[src/rtl/mem_arbiter_if.sv]
// mem_arbiter_if: groups the IF requester, LS requester and data-memory port
// signals that meet at the memory arbiter.
//   slave  : the arbiter's view (takes requests and memory responses, drives
//            grants, completions and the memory request).
//   master : the view of whoever drives the requests and models the memory.
interface mem_arbiter_if #(
   parameter int ADDR_W = 64,
   parameter int DATA_W = 64
);
   // Instruction-fetch requester
   logic              if_req;
   logic [ADDR_W-1:0] if_addr;
   logic              if_gnt;
   logic              if_rvalid;
   logic [31:0]       if_rdata;

   // Load/store requester
   logic              ls_req;
   logic              ls_wen;
   logic [ADDR_W-1:0] ls_addr;
   logic [DATA_W-1:0] ls_wdata;
   logic [3:0]        ls_wlen;
   logic              ls_gnt;
   logic              ls_rvalid;
   logic [DATA_W-1:0] ls_rdata;

   // Shared data-memory port
   logic              mem_req;
   logic [ADDR_W-1:0] mem_addr;
   logic              mem_wen;
   logic              mem_ren;
   logic [DATA_W-1:0] mem_wdata;
   logic [3:0]        mem_wlen;
   logic              mem_ack;
   logic [DATA_W-1:0] mem_rdata;

   modport slave (
      input  if_req, if_addr,
      output if_gnt, if_rvalid, if_rdata,
      input  ls_req, ls_wen, ls_addr, ls_wdata, ls_wlen,
      output ls_gnt, ls_rvalid, ls_rdata,
      output mem_req, mem_addr, mem_wen, mem_ren, mem_wdata, mem_wlen,
      input  mem_ack, mem_rdata
   );

   modport master (
      output if_req, if_addr,
      input  if_gnt, if_rvalid, if_rdata,
      output ls_req, ls_wen, ls_addr, ls_wdata, ls_wlen,
      input  ls_gnt, ls_rvalid, ls_rdata,
      input  mem_req, mem_addr, mem_wen, mem_ren, mem_wdata, mem_wlen,
      output mem_ack, mem_rdata
   );
endinterface

[src/rtl/mem_arbiter.sv]
// mem_arbiter: shares the single data-memory port between instruction fetch
// (IF) and load/store (LS). A winning request is captured into registers that
// drive the memory port unchanged until mem_ack. The owner then gets a
// one-cycle rvalid pulse carrying the read data.
//
// Optional build macro MEM_ARB_RR_EN: when both requesters ask in the same
// IDLE cycle, the one that did not win last time is granted. Without it, LS
// always wins a tie. Uncontended behaviour is the same in both builds.
module mem_arbiter #(
   parameter int ADDR_W = 64,
   parameter int DATA_W = 64
) (
   input  logic         clk,
   input  logic         rstn,
   mem_arbiter_if.slave bus
);

   typedef enum logic [1:0] {
      IDLE    = 2'd0,
      BUSY_IF = 2'd1,
      BUSY_LS = 2'd2
   } state_e;

   typedef enum logic {
      OWNER_IF = 1'b0,
      OWNER_LS = 1'b1
   } owner_e;

   state_e            state_q, state_d;
   owner_e            lastOwner_q, lastOwner_d;

   logic              memReq_q, memReq_d;
   logic [ADDR_W-1:0] memAddr_q, memAddr_d;
   logic              memWen_q, memWen_d;
   logic              memRen_q, memRen_d;
   logic [DATA_W-1:0] memWdata_q, memWdata_d;
   logic [3:0]        memWlen_q, memWlen_d;

   logic              ifRvalid_q, ifRvalid_d;
   logic [31:0]       ifRdata_q, ifRdata_d;
   logic              lsRvalid_q, lsRvalid_d;
   logic [DATA_W-1:0] lsRdata_q, lsRdata_d;

   logic              grantIf;
   logic              grantLs;

   // Grant decision: only in IDLE and never while reset is being applied, so
   // a request cannot be granted on an edge that discards it. At most one
   // grant is raised; a tie goes to LS, or alternates with MEM_ARB_RR_EN.
   always_comb begin
      grantIf = 1'b0;
      grantLs = 1'b0;
      if (rstn && (state_q == IDLE)) begin
         if (bus.if_req && bus.ls_req) begin
`ifdef MEM_ARB_RR_EN
            if (lastOwner_q == OWNER_IF) begin
               grantLs = 1'b1;
            end else begin
               grantIf = 1'b1;
            end
`else
            grantLs = 1'b1;
`endif
         end else begin
            grantIf = bus.if_req;
            grantLs = bus.ls_req;
         end
      end
   end

   // Next-state logic. A grant captures the winner's fields straight into the
   // memory-port registers, which then hold until mem_ack. On mem_ack the
   // port returns to all-zero, the owner's rdata is updated and its rvalid is
   // raised for the following cycle. mem_ack seen in IDLE falls through the
   // defaults and changes nothing.
   always_comb begin
      state_d     = state_q;
      lastOwner_d = lastOwner_q;
      memReq_d    = memReq_q;
      memAddr_d   = memAddr_q;
      memWen_d    = memWen_q;
      memRen_d    = memRen_q;
      memWdata_d  = memWdata_q;
      memWlen_d   = memWlen_q;
      ifRvalid_d  = 1'b0;
      ifRdata_d   = ifRdata_q;
      lsRvalid_d  = 1'b0;
      lsRdata_d   = lsRdata_q;

      case (state_q)
         IDLE: begin
            if (grantLs) begin
               state_d     = BUSY_LS;
               lastOwner_d = OWNER_LS;
               memReq_d    = 1'b1;
               memAddr_d   = bus.ls_addr;
               memWen_d    = bus.ls_wen;
               memRen_d    = ~bus.ls_wen;
               memWdata_d  = bus.ls_wdata;
               memWlen_d   = bus.ls_wlen;
            end else if (grantIf) begin
               state_d     = BUSY_IF;
               lastOwner_d = OWNER_IF;
               memReq_d    = 1'b1;
               memAddr_d   = bus.if_addr;
               memWen_d    = 1'b0;
               memRen_d    = 1'b1;
               memWdata_d  = '0;
               memWlen_d   = '0;
            end
         end

         BUSY_IF: begin
            if (bus.mem_ack) begin
               state_d    = IDLE;
               memReq_d   = 1'b0;
               memAddr_d  = '0;
               memWen_d   = 1'b0;
               memRen_d   = 1'b0;
               memWdata_d = '0;
               memWlen_d  = '0;
               ifRvalid_d = 1'b1;
               // Bit 2 of the fetch address selects which 32-bit half of the
               // 64-bit memory word holds the instruction.
               ifRdata_d  = memAddr_q[2] ? bus.mem_rdata[63:32]
                                         : bus.mem_rdata[31:0];
            end
         end

         BUSY_LS: begin
            if (bus.mem_ack) begin
               state_d    = IDLE;
               memReq_d   = 1'b0;
               memAddr_d  = '0;
               memWen_d   = 1'b0;
               memRen_d   = 1'b0;
               memWdata_d = '0;
               memWlen_d  = '0;
               lsRvalid_d = 1'b1;
               lsRdata_d  = memWen_q ? '0 : bus.mem_rdata;
            end
         end

         default: begin
            state_d = IDLE;
         end
      endcase
   end

   // State and datapath registers. Reset abandons any access in flight, so
   // a mem_ack arriving afterwards lands in IDLE and is ignored.
   always_ff @(posedge clk) begin
      if (!rstn) begin
         state_q     <= IDLE;
         lastOwner_q <= OWNER_IF;
         memReq_q    <= 1'b0;
         memAddr_q   <= '0;
         memWen_q    <= 1'b0;
         memRen_q    <= 1'b0;
         memWdata_q  <= '0;
         memWlen_q   <= '0;
         ifRvalid_q  <= 1'b0;
         ifRdata_q   <= '0;
         lsRvalid_q  <= 1'b0;
         lsRdata_q   <= '0;
      end else begin
         state_q     <= state_d;
         lastOwner_q <= lastOwner_d;
         memReq_q    <= memReq_d;
         memAddr_q   <= memAddr_d;
         memWen_q    <= memWen_d;
         memRen_q    <= memRen_d;
         memWdata_q  <= memWdata_d;
         memWlen_q   <= memWlen_d;
         ifRvalid_q  <= ifRvalid_d;
         ifRdata_q   <= ifRdata_d;
         lsRvalid_q  <= lsRvalid_d;
         lsRdata_q   <= lsRdata_d;
      end
   end

   // Consistency guard: the busy state always names the requester that was
   // recorded as the last owner, since both are written on the same grant.
   always_ff @(posedge clk) begin
      if (rstn && (state_q != IDLE)) begin
         assert ((state_q == BUSY_LS) == (lastOwner_q == OWNER_LS));
      end
   end

   assign bus.if_gnt    = grantIf;
   assign bus.ls_gnt    = grantLs;
   assign bus.if_rvalid = ifRvalid_q;
   assign bus.if_rdata  = ifRdata_q;
   assign bus.ls_rvalid = lsRvalid_q;
   assign bus.ls_rdata  = lsRdata_q;
   assign bus.mem_req   = memReq_q;
   assign bus.mem_addr  = memAddr_q;
   assign bus.mem_wen   = memWen_q;
   assign bus.mem_ren   = memRen_q;
   assign bus.mem_wdata = memWdata_q;
   assign bus.mem_wlen  = memWlen_q;

endmodule

[src/flat_wrapper.sv]
// flat-port wrapper written by rule: the top's interface ports become plain ports
module mem_arbiter_flat 
#(
   parameter int ADDR_W = 64,
   parameter int DATA_W = 64
)
  (clk, rstn, bus_if_req, bus_if_addr, bus_if_gnt, bus_if_rvalid, bus_if_rdata, bus_ls_req, bus_ls_wen, bus_ls_addr, bus_ls_wdata, bus_ls_wlen, bus_ls_gnt, bus_ls_rvalid, bus_ls_rdata, bus_mem_req, bus_mem_addr, bus_mem_wen, bus_mem_ren, bus_mem_wdata, bus_mem_wlen, bus_mem_ack, bus_mem_rdata);
  mem_arbiter_if #(.ADDR_W(ADDR_W), .DATA_W(DATA_W)) bus_i ();
  input  logic clk;
  input  logic rstn;
  input wire logic [$bits(bus_i.if_req)-1:0] bus_if_req;
  input wire logic [$bits(bus_i.if_addr)-1:0] bus_if_addr;
  output wire logic [$bits(bus_i.if_gnt)-1:0] bus_if_gnt;
  output wire logic [$bits(bus_i.if_rvalid)-1:0] bus_if_rvalid;
  output wire logic [$bits(bus_i.if_rdata)-1:0] bus_if_rdata;
  input wire logic [$bits(bus_i.ls_req)-1:0] bus_ls_req;
  input wire logic [$bits(bus_i.ls_wen)-1:0] bus_ls_wen;
  input wire logic [$bits(bus_i.ls_addr)-1:0] bus_ls_addr;
  input wire logic [$bits(bus_i.ls_wdata)-1:0] bus_ls_wdata;
  input wire logic [$bits(bus_i.ls_wlen)-1:0] bus_ls_wlen;
  output wire logic [$bits(bus_i.ls_gnt)-1:0] bus_ls_gnt;
  output wire logic [$bits(bus_i.ls_rvalid)-1:0] bus_ls_rvalid;
  output wire logic [$bits(bus_i.ls_rdata)-1:0] bus_ls_rdata;
  output wire logic [$bits(bus_i.mem_req)-1:0] bus_mem_req;
  output wire logic [$bits(bus_i.mem_addr)-1:0] bus_mem_addr;
  output wire logic [$bits(bus_i.mem_wen)-1:0] bus_mem_wen;
  output wire logic [$bits(bus_i.mem_ren)-1:0] bus_mem_ren;
  output wire logic [$bits(bus_i.mem_wdata)-1:0] bus_mem_wdata;
  output wire logic [$bits(bus_i.mem_wlen)-1:0] bus_mem_wlen;
  input wire logic [$bits(bus_i.mem_ack)-1:0] bus_mem_ack;
  input wire logic [$bits(bus_i.mem_rdata)-1:0] bus_mem_rdata;
  assign bus_i.if_req = bus_if_req;
  assign bus_i.if_addr = bus_if_addr;
  assign bus_if_gnt = bus_i.if_gnt;
  assign bus_if_rvalid = bus_i.if_rvalid;
  assign bus_if_rdata = bus_i.if_rdata;
  assign bus_i.ls_req = bus_ls_req;
  assign bus_i.ls_wen = bus_ls_wen;
  assign bus_i.ls_addr = bus_ls_addr;
  assign bus_i.ls_wdata = bus_ls_wdata;
  assign bus_i.ls_wlen = bus_ls_wlen;
  assign bus_ls_gnt = bus_i.ls_gnt;
  assign bus_ls_rvalid = bus_i.ls_rvalid;
  assign bus_ls_rdata = bus_i.ls_rdata;
  assign bus_mem_req = bus_i.mem_req;
  assign bus_mem_addr = bus_i.mem_addr;
  assign bus_mem_wen = bus_i.mem_wen;
  assign bus_mem_ren = bus_i.mem_ren;
  assign bus_mem_wdata = bus_i.mem_wdata;
  assign bus_mem_wlen = bus_i.mem_wlen;
  assign bus_i.mem_ack = bus_mem_ack;
  assign bus_i.mem_rdata = bus_mem_rdata;
  mem_arbiter #(.ADDR_W(ADDR_W), .DATA_W(DATA_W)) u_core (.clk(clk), .rstn(rstn), .bus(bus_i));
endmodule
[config.mk]
export PLATFORM = sky130hd
export DESIGN_NAME = mem_arbiter_flat
export DESIGN_NICKNAME = d
export VERILOG_FILES = /design/src/rtl/mem_arbiter_if.sv /design/src/rtl/mem_arbiter.sv /design/src/flat_wrapper.sv
export SDC_FILE = /design/constraint.sdc
export NUM_CORES = 1
export LEC_CHECK = 0
export ABC_CLOCK_PERIOD_IN_PS = 3500
export CAP_MARGIN = 15
export CORE_AREA = 4 4 193 195
export DETAILED_ROUTE_END_ITERATION = 8
export DIE_AREA = 0 0 197 199
export SYNTH_ARGS = -nofsm -noshare
export SYNTH_HDL_FRONTEND = slang
export SYNTH_SLANG_ARGS = --single-unit
[constraint.sdc]
create_clock -name clk -period 3.5 [get_ports clk]
set_input_delay 0.525 -clock clk [delete_from_list [all_inputs] [get_ports clk]]
set_output_delay 0.525 -clock clk [all_outputs]
set_load 0.03 [all_outputs]
==> flow_metrics.tcl, run 1 <==
set metrics [dict create \
    clk_path_buf_depth 3 \
    synth_compound_area_frac 0.1646 \
    hold_buffers 0 \
    worstHoldEndpoint "u_core.bus.mem_wdata[28]" \
    max_cap_violations 0 \
    yosysSeqAreaShare 0.4972 \
    crit_buf_inv 2 \
    cts_tree "done" \
    syn_avg_cell_area_um2 10.36 \
    p_per_area_nw_per_um2 507.4 \
    rsz0062_at_grt "no" \
    rr_endpoint "u_core.bus.mem_wdata[38]" \
    maxSlewViolCount 0 \
    core.rowCount 69 \
    cp_data_required_time_ns 2.97 \
    ant_nets 0 \
    place_area_um2 14800 \
    muxShareOfSynthArea 0.1745 \
    vias 8501 \
    antenna_found_initial 1 \
    hold_viol_final 0 \
    cp_max_fo 10 \
    critical_path_class "reg -> out" \
    first_pass_iters 6 \
    slowest_delay_ns 0.68 \
    clock-sinks 235 \
    drt_iter0_drc 301 \
    pre_cts_slack_ns 0.7939 \
    die_area_um2 39200 \
    yosysUniqueCellTypes 28 \
    yosys.area_share.simple 0.1039 \
    critPathLaunchType "flop" \
    finalWorstSetupSlack_ns 0.5928 \
    setup_violations 0 \
    boundaryPins 501 \
    clockRootBuffer "clkbuf_16" \
    cts_buffers 27 \
    vias_per_cell 4.573 \
    ctsResizeCount 0 \
    drt-met1-wl_mm 14.33 \
    n_fill_cell 3447 \
    reg2reg_from "u_core.state_q[0]" \
    syn-num-nets 1183 \
    die_height_um 199 \
    yosysWarnings 0 \
    hold_class "in -> reg" \
    wl_met3_mm 3.862 \
    whs_path_depth 3 \
    n_antenna_cell 0 \
    crit_chain "inv_1 > ha_1 > and3_4 > clkdlybuf4s50_1" \
    finalSetupTns_ns 0 \
    critPathSlowestCell "clkdlybuf4s50_1" \
    slew_headroom 0.3786 \
    die_x_um 197 \
    synthesis.area_um2 9463 \
    ir_drop_mv 0.3271 \
    routed.top_layer "met5" \
    post_cts_buffers 0 \
    drc 0 \
    path_clk_slew_ns 0.06 \
    final_area_um2 15700 \
    grt_remaining_overflow 0 \
    synthXorXnorAreaFrac 0 \
    grt_first_pass_wirelength_mm 53.13 \
    track_usage 0.1720 \
    p_leak_nw 6.109 \
    whs_ns 0.3630 \
    dp_hpwl_mm 26.93 \
    core_um2 35400 \
    skew_ns 0.01189 \
    area_growth_pct 65.89 \
    cp_data_arrival_time_ns 2.38 \
    tightest_slew_ns 0.9321 \
    reg2reg_depth 6 \
    post-route-period-util 0.8306 \
    nNetsFinal 1648 \
    netlist_instances 913 \
    synthAdderAreaFrac 0.005289 \
    synth_top_family_by_area "multiplexers" \
    grt_start_max_net_pins 84 \
    fin_util 0.4435 \
    clk_latency_ns 0.53 \
    reg2reg_slack_ns 1.21 \
    crit_family "buffers and inverters" \
    cp-end-kind "primary output" \
    routedWlPerCell_um 19.66 \
    place.gp.congestion 0.7641 \
    fin_crit_ns 2.907 \
    htree_levels 1 \
    initial_core_util 0.2673 \
    fmax_mhz 344.0 \
    synth.ff_latch_count 235 \
    routed_wl_mm 36.54 \
    portBuffers 500 \
    drive_gt1_frac 0.07368 \
    first_global_vias 8894 \
    status "finished, final reports clean" \
    wl_met2_mm 17.38 \
    min-delay-start "rstn" \
]
[synthesized netlist by cell type (all sizes together)]
library cell | number | area, µm²
clkbuf | 21 | 78.83
o21ai | 4 | 23.77
and2 | 1 | 6.260
nand2 | 236 | 885.9
o22ai | 64 | 588.1
a21boi | 3 | 22.52
dfxtp | 235 | 4705
nand2b | 3 | 18.77
inv | 2 | 7.510
buf | 62 | 429.2
a21oi | 2 | 10.01
and4b | 2 | 20.02
and3 | 3 | 18.77
ha | 4 | 50.05
nor2 | 1 | 3.750
a22o | 64 | 560.5
nor2b | 4 | 25.02
a211oi | 2 | 15.01
nand3 | 1 | 5.000
a211o | 1 | 8.760
o211a | 32 | 320.3
mux2i | 165 | 1652
o2bb2ai | 1 | 8.760
[cells in the final DEF, fill, tap and decap left out, types with 2 or more instances in the layout]
cell	Yosys	routed
a21boi_0	3	2
clkinv_2	0	8
clkbuf_1	21	5
o21ai_0	3	3
a22o_1	64	64
nor2b_1	4	3
buf_4	13	13
inv_6	0	2
and3_1	3	2
ha_1	4	4
o22ai_2	30	30
dfxtp_1	235	234
buf_12	0	6
a21oi_1	2	2
clkdlybuf4s50_1	0	499
o22ai_1	34	34
bufinv_16	0	4
mux2i_1	165	165
o211a_1	32	32
clkbuf_16	0	27
clkinvlp_4	0	2
inv_1	2	2
nand2b_1	3	3
nand2_1	236	236
[where the power goes]
| part | switching, mW | internal (mW) | total (mW) |
|---|---|---|---|
| combinational | 1.10 | 0.957 | 2.06 |
| clock | 1.17 | 1.74 | 2.90 |
| sequential | 0.114 | 2.89 | 3.00 |
| total | 2.38 | 5.58 | 7.97 |
[kinds of logic after synthesis]
kind of cell	count (synthesis)
compound gates	173
fa+ha+maj	4
buf+inv	85
flops	235
mux	165
simple gates	251
[sequential cells by signal (all words and copies together), names as in the netlist]
register	flops
u_core.state_q	2
u_core.bus.if_rvalid	1
u_core.bus.mem_ren	1
u_core.bus.mem_wdata	64
u_core.bus.mem_addr	64
u_core.bus.mem_wlen	4
u_core.bus.mem_req	1
u_core.bus.ls_rdata	64
u_core.bus.if_rdata	32
u_core.bus.mem_wen	1
u_core.bus.ls_rvalid	1
[routing by layer]
metal  track usage  up-vias
met3       0.06911       55
li1              -     4148
met1        0.1970     3935
met4       0.04854        2
met2        0.2977      361
met5             0        -
[worst reg2reg max path: cells and delay by family, from the launching register on]
kind / cells / cell delay (ns)
buffers and inverters: 2 / 0.57
adder cells (fa/ha/maj): 1 / 0.35
AND/OR/NAND/NOR: 1 / 0.21
flip-flops: 1 / 0.38
multiplexers: 1 / 0.36
AO/OA/AOI/OAI: 1 / 0.35
[stage by stage]
| stage | total power [mW] | instances |
|---|---|---|
| detailed placement | 5.134 | 1810 |
| global route | 8.316 | 1859 |
| global placement | 5.120 | 1810 |
| finish | 7.965 | 1859 |
| CTS | 8.085 | 1859 |
| floorplan | 4.212 | 913 |
[worst max path at each step]
stage / startpoint / end / cells past startpoint / slack [ns]
2_1_floorplan: u_core.state_q[0] / bus_ls_gnt / 7 / 1.67
3_3_place_gp: bus_ls_req / bus_ls_gnt / 3 / 0.79
3_5_place_dp: bus_ls_req / bus_ls_gnt / 3 / 0.79
4_1_cts: u_core.state_q[0] / bus_ls_gnt / 4 / 0.55
5_1_grt: u_core.state_q[1] / bus_ls_gnt / 4 / 0.47
6_report: u_core.state_q[0] / bus_ls_gnt / 4 / 0.59
[layout make-up]
cell class / instances / area (µm²) / area share
Clock buffer: 33 / 708.2 / 0.04511
Clock inverter: 16 / 192.7 / 0.01227
Inverter: 2 / 7.507 / 0.0004782
Multi-Input combinational cell: 593 / 4283 / 0.2728
Sequential cell: 235 / 4706 / 0.2998
Tap cell: 461 / 576.8 / 0.03674
Timing Repair Buffer: 519 / 5224 / 0.3328
(Power assumes the default switching activity.)
==> inputs of run 2 (changes only) <==
ABC_CLOCK_PERIOD_IN_PS = 2510   (was 3500)
clock period = 2.51 ns   (was 3.5 ns; I/O delays follow)
==> flow_metrics.tcl, run 2 (synthesis gave the netlist of run 1 again) <==
set metrics [dict create \
    fmax_mhz 424.7 \
    skew_ns 0.01140 \
    core.rowCount 69 \
    rsz0062_at_grt "no" \
    slew_headroom 0.5289 \
    nNetsFinal 1649 \
    path_clk_slew_ns 0.06 \
    pre_cts_slack_ns 0.2376 \
    share_seq_of_total_power 0.381 \
    n_fill_cell 3402 \
    crit_chain "inv_1 > ha_1 > and3_4 > buf_12 > buf_4" \
    clkPwrFrac 0.356 \
    clk_path_buf_depth 3 \
    reg2reg_depth 7 \
    tightest_slew_ns 0.7067 \
    finalWorstSetupSlack_ns 0.1556 \
    ir_drop_mv 0.4988 \
    cts_tree "done" \
    cts_buffers 28 \
    hold_class "in -> reg" \
    post-route-period-util 0.9380 \
    cp_data_required_time_ns 2.13 \
    critical_path_class "reg -> out" \
    worstHoldEndpoint "u_core.bus.mem_wdata[10]" \
    clock-sinks 235 \
    cp_data_arrival_time_ns 1.98 \
    reg2reg_from "u_core.state_q[0]" \
    vias_per_cell 4.579 \
    p_per_area_nw_per_um2 698.1 \
    first_global_vias 8796 \
    portBuffers 500 \
    vias 8513 \
    hold_viol_final 0 \
    critPathLaunchType "flop" \
    ant_nets 0 \
    min-delay-start "rstn" \
    track_usage 0.1715 \
    routed_wl_mm 36.33 \
    drive_gt1_frac 0.07158 \
    setup_violations 0 \
    p_leak_nw 6.118 \
    boundaryPins 501 \
    finalSetupTns_ns 0 \
    fin_util 0.4449 \
    max_cap_violations 0 \
    clk_latency_ns 0.54 \
    crit_family "buffers and inverters" \
    cp_max_fo 15 \
    maxSlewViolCount 0 \
    fin_crit_ns 2.354 \
    final_common_cell "clkdlybuf4s50_1" \
    crit_buf_inv 3 \
    die_area_um2 39200 \
    p_sw_mw 3.270 \
    grt_remaining_overflow 0 \
    whs_path_depth 3 \
    place.gp.congestion 0.7896 \
    final_cell_mix "clkdlybuf4s50_1 (497), nand2_1 (236), dfxtp_1 (234)" \
    drc 0 \
    drt_iter0_drc 247 \
    slowest_delay_ns 0.39 \
    combPwrFrac 0.263 \
    status "finished, final reports clean" \
    cp-end-kind "primary output" \
    p_int_mw 7.723 \
    grt_start_max_net_pins 65 \
    dp_hpwl_mm 26.65 \
    first_pass_iters 6 \
    critPathSlowestCell "ha_1" \
    switching_share 0.2975 \
    grt_first_pass_wirelength_mm 53.21 \
    reg2reg_slack_ns 0.33 \
    antenna_found_initial 2 \
    die_x_um 197 \
    die_height_um 199 \
    initial_core_util 0.2673 \
    area_growth_pct 66.43 \
    rr_endpoint "u_core.bus.mem_addr[41]" \
    clockRootBuffer "clkbuf_16" \
    routedWlPerCell_um 19.54 \
    core_um2 35400 \
    htree_levels 1 \
]
-- run 2: layout make-up --
class / instances / area [µm²] / share of cell area
antenna: 1 / 2.502 / 0.0001589
clock buffer: 40 / 775.7 / 0.04926
clock inverter: 8 / 103.9 / 0.006594
inverter: 2 / 7.507 / 0.0004767
multi-input combinational: 593 / 4283 / 0.2719
sequential: 235 / 4706 / 0.2988
tap: 461 / 576.8 / 0.03662
timing repair buffer: 519 / 5294 / 0.3361
-- run 2: worst max path at each step --
stage	start	cells past startpoint	to
after floorplan	u_core.state_q[0]	8	u_core.bus.mem_addr[10]
after global placement	bus_ls_req	5	u_core.bus.mem_wdata[2]
after detailed placement	bus_ls_req	5	u_core.bus.mem_wdata[46]
after CTS	u_core.state_q[0]	5	bus_ls_gnt
after global routing	u_core.state_q[0]	5	bus_ls_gnt
final	u_core.state_q[0]	5	bus_ls_gnt
-- run 2: tightest hold or removal path: cells and delay by family --
| kind | cells | cell delay (ns) |
|---|---|---|
| mux | 1 | 0.05 |
| simple gates | 1 | 0.09 |
| buf+inv | 1 | 0.17 |
-- run 2: timing repair --
action / 4_1_cts / 5_1_grt
endpoints found under the setup margin: 1 / 0
hold endpoints to repair: 0 / 0
buffers inserted: 1 / 0
gates resized for setup: 0 / 0
hold buffers: 0 / 0
-- run 2: through the flow --
step                power, mW  hold WS (ns)  cell area (µm²)  instances
global placement        7.168        0.4418            14860       1809
global route            11.46        0.2048            15750       1859
finish                  10.99        0.2140            15750       1859
CTS                     11.18        0.1833            15750       1858
detailed placement      7.182        0.4470            14860       1809
floorplan               5.874        0.4887             9463        913
-- run 2: layer usage --
layer / routed length [µm] / up-vias / share of wire / track usage
met5: 13 / - / 0.00036 / 0
met1: 14240 / 3984 / 0.39 / 0.1965
met3: 3619 / 47 / 0.10 / 0.06724
met4: 850 / 2 / 0.023 / 0.03955
met2: 17600 / 335 / 0.48 / 0.3025
li1: - / 4145 / - / -
-- run 2: power groups by stage --
| stage | clock [mW] | sequential (mW) | combinational [mW] |
|---|---|---|---|
| 2_1_floorplan | 0 | 4.82 | 1.06 |
| 3_3_place_gp | 0 | 4.25 | 2.91 |
| 4_1_cts | 4.06 | 4.19 | 2.93 |
| 3_5_place_dp | 0 | 4.26 | 2.92 |
| 5_1_grt | 4.18 | 4.22 | 3.06 |
| 6_report | 3.91 | 4.19 | 2.90 |
==> inputs of run 3 (changes only) <==
RECOVER_POWER = 25   (was unset)
==> flow_metrics.tcl, run 3 (synthesis gave the netlist of run 1 again) <==
set metrics [dict create \
    status "finished, final reports clean" \
    cp-end-kind "primary output" \
    post-route-period-util 0.9366 \
    place_area_um2 14860 \
    min-delay-start "rstn" \
    final_common_cell "clkdlybuf4s50_1" \
    setup_violations 0 \
    worstHoldEndpoint "u_core.bus.mem_wdata[63]" \
    p_leak_nw 6.159 \
    fin_crit_ns 2.351 \
    die_area_um2 39200 \
    ant_nets 0 \
    cp_max_fo 15 \
    hold_buffers 0 \
    first_global_vias 8796 \
    rr_endpoint "u_core.bus.if_rdata[23]" \
    tightest_slew_ns 1.332 \
    clk_latency_ns 0.54 \
    n_fill_cell 3408 \
    seqCellArea_um2 4706 \
    clockRootBuffer "clkbuf_16" \
    ir_drop_mv 0.5014 \
    reg2reg_slack_ns 0.25 \
    htree_levels 1 \
    drt_iter0_drc 224 \
    slowest_delay_ns 0.39 \
    track_usage 0.1715 \
    critPathSlowestCell "ha_1" \
    dp_hpwl_mm 26.65 \
    max_cap_violations 0 \
    clk_path_buf_depth 3 \
    drive_gt1_frac 0.07087 \
    cts_buffers 28 \
    cts_tree "done" \
    ctsResizeCount 0 \
    core.rowCount 69 \
    routedWlPerCell_um 19.50 \
    cp_data_required_time_ns 2.13 \
    fmax_mhz 425.4 \
    vias 8494 \
    drc 0 \
    initial_core_util 0.2673 \
    maxSlewViolCount 0 \
    p_total_mw 10.98 \
    place.gp.congestion 0.7896 \
    critPathLaunchType "flop" \
    antenna_found_initial 2 \
    final_area_um2 15710 \
    reg2reg_depth 5 \
    finalSetupTns_ns 0 \
    die_height_um 199 \
    reg2reg_from "u_core.state_q[0]" \
    die_x_um 197 \
    path_clk_slew_ns 0.06 \
    area_growth_pct 66.06 \
    grt_start_max_net_pins 65 \
    multi_input_area_um2 4275 \
    portBuffers 500 \
    hold_class "in -> reg" \
    boundaryPins 501 \
    nNetsFinal 1649 \
    hold_viol_final 0 \
    p_per_area_nw_per_um2 698.9 \
    clock-sinks 235 \
    slew_headroom 0.1122 \
    skew_ns 0.01405 \
    routed_wl_mm 36.24 \
    whs_path_depth 3 \
    final_cell_mix "clkdlybuf4s50_1 (481), nand2_1 (236), dfxtp_1 (234)" \
    crit_chain "inv_1 > ha_1 > and3_4 > buf_12 > buf_4" \
    core_um2 35400 \
    critical_path_class "reg -> out" \
    grt_remaining_overflow 0 \
    rsz0062_at_grt "no" \
    vias_per_cell 4.569 \
    first_pass_iters 4 \
    cp_data_arrival_time_ns 1.97 \
    post_cts_buffers 1 \
    grt_first_pass_wirelength_mm 53.21 \
]
[run 3: changes by cell type in the layout (fill, tap and decap cells not counted), sizes merged]
cell           change
buf                -2
clkbuf             +2
clkdlybuf4s50     -16
dlygate4sd3       +16
[run 3: per-layer routing]
layer,GRT usage,routed length [µm],share of wire,vias to the layer above
li1,-,-,-,4147
met1,0.1965,14110,0.39,3955
met2,0.3025,17620,0.49,340
met3,0.06724,3648,0.10,50
met4,0.03955,857,0.024,2
met5,0,13,0.00036,-
[run 3: worst max path at each step]
stage	startpoint	to	slack, ns
after floorplan	u_core.state_q[0]	u_core.bus.mem_addr[10]	0.76
after global placement	bus_ls_req	u_core.bus.mem_wdata[2]	0.28
after detailed placement	bus_ls_req	u_core.bus.mem_wdata[46]	0.24
after CTS	u_core.state_q[0]	bus_ls_gnt	0.13
after global routing	u_core.state_q[1]	u_core.bus.if_rdata[20]	0.06
final	u_core.state_q[0]	bus_ls_gnt	0.16
[run 3: where the power goes]
part           leakage (nW)  internal [mW]  switching, mW  total (mW)
Combinational          3.82           1.35           1.54        2.88
Sequential             1.91           4.03          0.157        4.19
Clock                 0.428           2.34           1.58        3.91
Total                  6.16           7.71           3.27        11.0
[run 3: worst max-delay path, delay by kind of cell, from the launching register on]
kind                       cells  cell delay [ns]
buffers and inverters          3             0.42
adders and majority gates      1             0.39
DFF                            1             0.34
and+or+nand+nor                1             0.28
[run 3: cell type report]
cell class,count,area share
clock buffers,40,0.04937
multi-input cells,593,0.2721
well taps,461,0.03671
flip-flops and latches,235,0.2995
repair buffers,519,0.3351
clock inverters,8,0.006609
inverters,2,0.0004777
diodes,1,0.0001592
[run 3: per-stage QoR]
stage	utilization	hold WS [ns]	instances	setup slack (ns)
after global routing	0.4439	0.2048	1859	0.06497
after detailed placement	0.4198	0.4470	1809	0.2376
after global placement	0.4198	0.4418	1809	0.2791
final	0.4439	0.2182	1859	0.1592
after CTS	0.4449	0.1833	1858	0.1344
after floorplan	-	0.4887	913	0.7617
